`config.mk`:
```
export PLATFORM = sky130hd
export DESIGN_NAME = vc_sel_arb4
export DESIGN_NICKNAME = d
export VERILOG_FILES = /design/src/rtl/vc_sel_arb4.sv
export SDC_FILE = /design/constraint.sdc
export NUM_CORES = 1
export LEC_CHECK = 0
export CAP_MARGIN = 5
export CORE_MARGIN = 3
export CORE_UTILIZATION = 44
export DETAILED_ROUTE_END_ITERATION = 6
export HOLD_SLACK_MARGIN = 0.05
export PLACE_DENSITY = 0.74
export SLEW_MARGIN = 20
export SYNTH_ARGS = -nofsm -noshare
export SYNTH_HDL_FRONTEND = slang
export SYNTH_SLANG_ARGS = --single-unit
```
`constraint.sdc`:
```
create_clock -name clk -period 4.5 [get_ports clk]
set_input_delay 0.45 -clock clk [delete_from_list [all_inputs] [get_ports clk]]
set_output_delay 0.45 -clock clk [all_outputs]
set_load 0.02 [all_outputs]
```
`src/rtl/vc_sel_arb4.sv`:
```
// vc_sel_arb4: packet-granular round-robin selector for the 4 virtual
// channels of one router input port. It picks the VC whose request is
// offered to the switch allocator. Once a VC is picked, it stays selected
// until its tail flit is popped, so packets are never interleaved.
module vc_sel_arb4 #(
  parameter int NUM_VC         = 4,
  parameter int VC_INDEX_WIDTH = 2
) (
  input  logic                      clk,
  input  logic                      reset,
  input  logic [NUM_VC-1:0]         vc_req_valid,
  input  logic [NUM_VC-1:0]         vc_tail,
  input  logic                      sa_grant,
  output logic [VC_INDEX_WIDTH-1:0] sel,
  output logic                      sel_valid,
  output logic [NUM_VC-1:0]         vc_pop,
  output logic                      locked
);

  typedef enum logic {
    IDLE = 1'b0,
    LOCK = 1'b1
  } state_t;

  state_t                    state_reg, state_next;
  logic [VC_INDEX_WIDTH-1:0] sel_reg, sel_next;
  logic [VC_INDEX_WIDTH-1:0] rr_ptr_reg, rr_ptr_next;
  logic [NUM_VC-1:0]         other_req;  // requests excluding the selected VC
  logic                      pop_fire;

  // Returns the first set bit of vec, searching start, start+1, ... modulo
  // NUM_VC. Iterating from the farthest offset down lets the nearest one win.
  function automatic logic [VC_INDEX_WIDTH-1:0] first_from(
    input logic [NUM_VC-1:0]         vec,
    input logic [VC_INDEX_WIDTH-1:0] start
  );
    logic [VC_INDEX_WIDTH-1:0] result;
    int                        idx;
    result = start;
    for (int i = NUM_VC - 1; i >= 0; i--) begin
      idx = (int'(start) + i) % NUM_VC;
      if (vec[idx]) result = VC_INDEX_WIDTH'(idx);
    end
    return result;
  endfunction

  assign locked    = (state_reg == LOCK);
  assign sel       = sel_reg;
  assign sel_valid = locked & vc_req_valid[sel_reg];
  // A grant only counts when a valid request is actually offered.
  assign pop_fire  = sa_grant & sel_valid;

  genvar gi;
  generate
    for (gi = 0; gi < NUM_VC; gi++) begin : g_vc
      assign vc_pop[gi]    = pop_fire & (sel_reg == VC_INDEX_WIDTH'(gi));
      assign other_req[gi] = vc_req_valid[gi] & (sel_reg != VC_INDEX_WIDTH'(gi));
    end
  endgenerate

  // Next-state: arbitrate from IDLE, or hand over straight to the next
  // waiting VC on a tail pop so back-to-back packets see no bubble.
  always_comb begin
    state_next  = state_reg;
    sel_next    = sel_reg;
    rr_ptr_next = rr_ptr_reg;
    case (state_reg)
      IDLE: begin
        if (|vc_req_valid) begin
          sel_next   = first_from(vc_req_valid, rr_ptr_reg);
          state_next = LOCK;
        end
      end
      LOCK: begin
        // Body-flit gaps (request low) and non-tail pops keep the lock.
        if (pop_fire && vc_tail[sel_reg]) begin
          rr_ptr_next = sel_reg + VC_INDEX_WIDTH'(1);
          if (|other_req) begin
            sel_next = first_from(other_req, sel_reg + VC_INDEX_WIDTH'(1));
          end else begin
            state_next = IDLE;
          end
        end
      end
      default: state_next = IDLE;
    endcase
  end

  // State, pointer and selection registers; reset drops any held lock.
  always_ff @(posedge clk or posedge reset) begin
    if (reset) begin
      state_reg  <= IDLE;
      sel_reg    <= '0;
      rr_ptr_reg <= '0;
    end else begin
      state_reg  <= state_next;
      sel_reg    <= sel_next;
      rr_ptr_reg <= rr_ptr_next;
    end
  end

endmodule

```
==> impl_results.md <==
* Worst reg-to-reg setup slack at 2060 ps
* Synth-to-Final Area Change at 28.40%
* Crit-path max FO at 8
* Post-route cell area at 910.9 sq um
* Ys flop type: dfrtp_1
* Sw power at 211.6 uW
* PD cells at 498.0 nW/um^2
* Die Y at 46.16 um
* Critical Path Max Stage Delay at 610 ps
* Commonest cells in the synthesized netlist: 10 x inv_1, 6 x nand2b_1
* Final hold vios at 0
* Mapped Cells at 91
* Worst R2R End: sel[0]
* Share of layout cells above drive strength 1 at 0.07273
* Switch share at 0.4665
* Most common cell in the netlist: inv_1
* CTS root buf: clkbuf_4
* Post-synthesis average cell area at 7.796 sq um
* Slew headroom at 0.5335
* CP delay by family, top: buffers and inverters
* Setup Total Neg Slack at 0 ps
* Fin nets at 126
* Crit Path Category: in2out
* Post-route ant nets at 0
* DRC Markers at 0
* Resized cells post-CTS at 0
* Post-CTS Hold Fix Bufs at 0
* Tot Pwr at 453.6 uW
* Req. time, crit path at 4050 ps
* Status: finished, final reports clean
* Fillers at 124
* Post-synthesis sequential area ratio at 0.1764
* Post-CTS setup buffers at 0
* Final worst-path cycle share at 0.6067
* Worst path slowest cell: clkdlybuf4s50_1
* R2R cell count at 7
* TritonCTS clock tree: built
* Worst-Skew Late Latency at between 200 and 250 ps
* GRT Overall Usage at 0.1924
* Ys Warns at 0
* Number of synthesized register bits at 5
* First-pass iteration count of the detailed router at 4
* Placed inst area at 884.6 sq um
* Site row count at 13
* Die ar. at 2130 sq um
* Die X at 46.16 um
* Routed Wire Length at between 1.5 and 2 mm
* Vias at about 740
* # port buffers at 18
* FF-to-FF Start: sel[0]
* Vias per std cell at 5.944
* Final Wtd Congestion at 0.9307
* Sink Count at 5
* CP dominant cell by count: clkdlybuf4s50_1
* Cells along the critical path: clkdlybuf4s50_1 -> mux2i_1 -> o22ai_2 -> and2_1 -> clkdlybuf4s50_1
* Area of the multi-input gates at 523.0 sq um
* Synthesized area at 709.4 sq um
* Worst-path clk slew at 40 ps
* Post-Syn Nets at 106
* Sequential power share at 0.229
* Hold crit path type: in2async
* DRT iter0 DRCs at 28
* Max-cap violations at 0
* Worst slew pin tran at between 600 and 700 ps
* Clock power frac at 0.113
* Antenna violations before repair at 0
* N_diodes at 0
* Cell leakage power at 0.3908 nW
* Cell taking the most area after synthesis: dfrtp_1
* Worst Skew at approximately 5 ps
* Post-DR wirelength/cell at 13.85 um
* CORE AREA at between 1000 and 1500 sq um
* Crit path arrival time at 2280 ps
* CP startpoint kind: input port
* Final setup fails at 0
* Number of global-route vias before repair at 700
* Achievable Freq at 0.3663 GHz
* Combinational share of power at 0.658
* Max Transition Viols Final at 0
* CP endpoint kind: output pin
* Final HPWL DP at ~1.4 mm
* VDD IR max at slightly above 0.3 mV
* Reg area at 125.1 sq um
* Global route overflow at 0
* H-tree depth at 1
* First-pass GRT wire length at 3.001 mm
* Buf/Inv on CP at 2
* Post-synth EDFFs at 0
* Io pins at 19
* RSZ-0062 raised after global routing: no
* Min Tclk post-route at roughly 2700 ps
* Area share of the largest cell type after synthesis at 0.1764
* Initial Utilization at 0.5072
* Synth cell types at 40
* Largest net degree at the start of global routing at 18
* Total CTS buffers at 3
* Area contributors post-synth: dfrtp_1 18%, ha_1 7.1%, mux2i_1 5.6%
* CTS max path bufs at 2
* Cell internal pwr at 242.0 uW
* Async SR Flop Fraction at 1.000
how the worst max path moves through the flow:
stage	start	endpoint	slack, ps	cells past startpoint
finish	vc_req_valid[2]	vc_pop[0]	1770	5
global route	vc_req_valid[2]	vc_pop[1]	1640	5
CTS	vc_req_valid[2]	vc_pop[0]	1790	5
detailed placement	vc_req_valid[2]	vc_pop[0]	1790	5
global placement	vc_req_valid[2]	vc_pop[0]	1850	5
floorplan	sel[0]	sel[0]	2330	8
routing by layer:
metal | track usage | up-vias | wire length [um]
li1 | - | 376 | -
met1 | 0.2646 | 331 | 807
met2 | 0.2967 | 36 | 792
met3 | 0.05859 | 0 | 131
met4 | 0.03409 | 0 | 0
met5 | 0 | - | 0
through the flow:
| stage | worst slack (ps) | utilization | cells | hold WS (ps) |
|---|---|---|---|---|
| 6_report | 1770 | 0.6512 | 125 | 400.4 |
| 5_1_grt | 1644 | 0.6512 | 125 | 414.2 |
| 4_1_cts | 1789 | 0.6512 | 125 | 404.3 |
| 3_5_place_dp | 1789 | 0.6324 | 121 | 640.4 |
| 3_3_place_gp | 1846 | 0.6324 | 121 | 632.4 |
| 2_1_floorplan | 2334 | - | 91 | 228.5 |
power by group through the flow:
stage          Combinational (mW)  Clock (mW)  Sequential [mW]
2_1_floorplan               0.224           0           0.0918
3_3_place_gp                0.293           0            0.103
3_5_place_dp                0.295           0            0.104
4_1_cts                     0.298      0.0522            0.103
5_1_grt                     0.328      0.0560            0.108
6_report                    0.299      0.0513            0.104
area by class of cell:
type | count | share of cell area
well taps | 15 | 0.02060
clock buffers | 4 | 0.02885
repair buffers | 18 | 0.1978
inverters | 10 | 0.04121
multi-input cells | 73 | 0.5742
flip-flops and latches | 5 | 0.1374
placed cells by master (no fill, tap or decap), types with 2 or more instances in the layout:
cell type / n
nor2_1: 4
nor3_1: 4
a211oi_1: 2
nand2_1: 5
dfrtp_1: 5
nand2b_1: 6
ha_1: 4
and2_1: 4
nor4_1: 3
inv_1: 10
clkdlybuf4s50_1: 18
o22ai_1: 3
o21ai_0: 5
mux2i_1: 4
and2b_1: 2
clkbuf_4: 3
a21oi_1: 5
logic make-up (layout without fill, tap and decap cells):
kind of cell             after synthesis  in the layout  synth area share
AO/OA/AOI/OAI                         25             25            0.2522
adder cells (fa/ha/maj)                4              4           0.07055
buffers and inverters                 13             32           0.08642
flip-flops                             5              5            0.1764
multiplexers                           6              6           0.09347
AND/OR/NAND/NOR                       38             38            0.3210
Power figures use the tool's default switching activity.
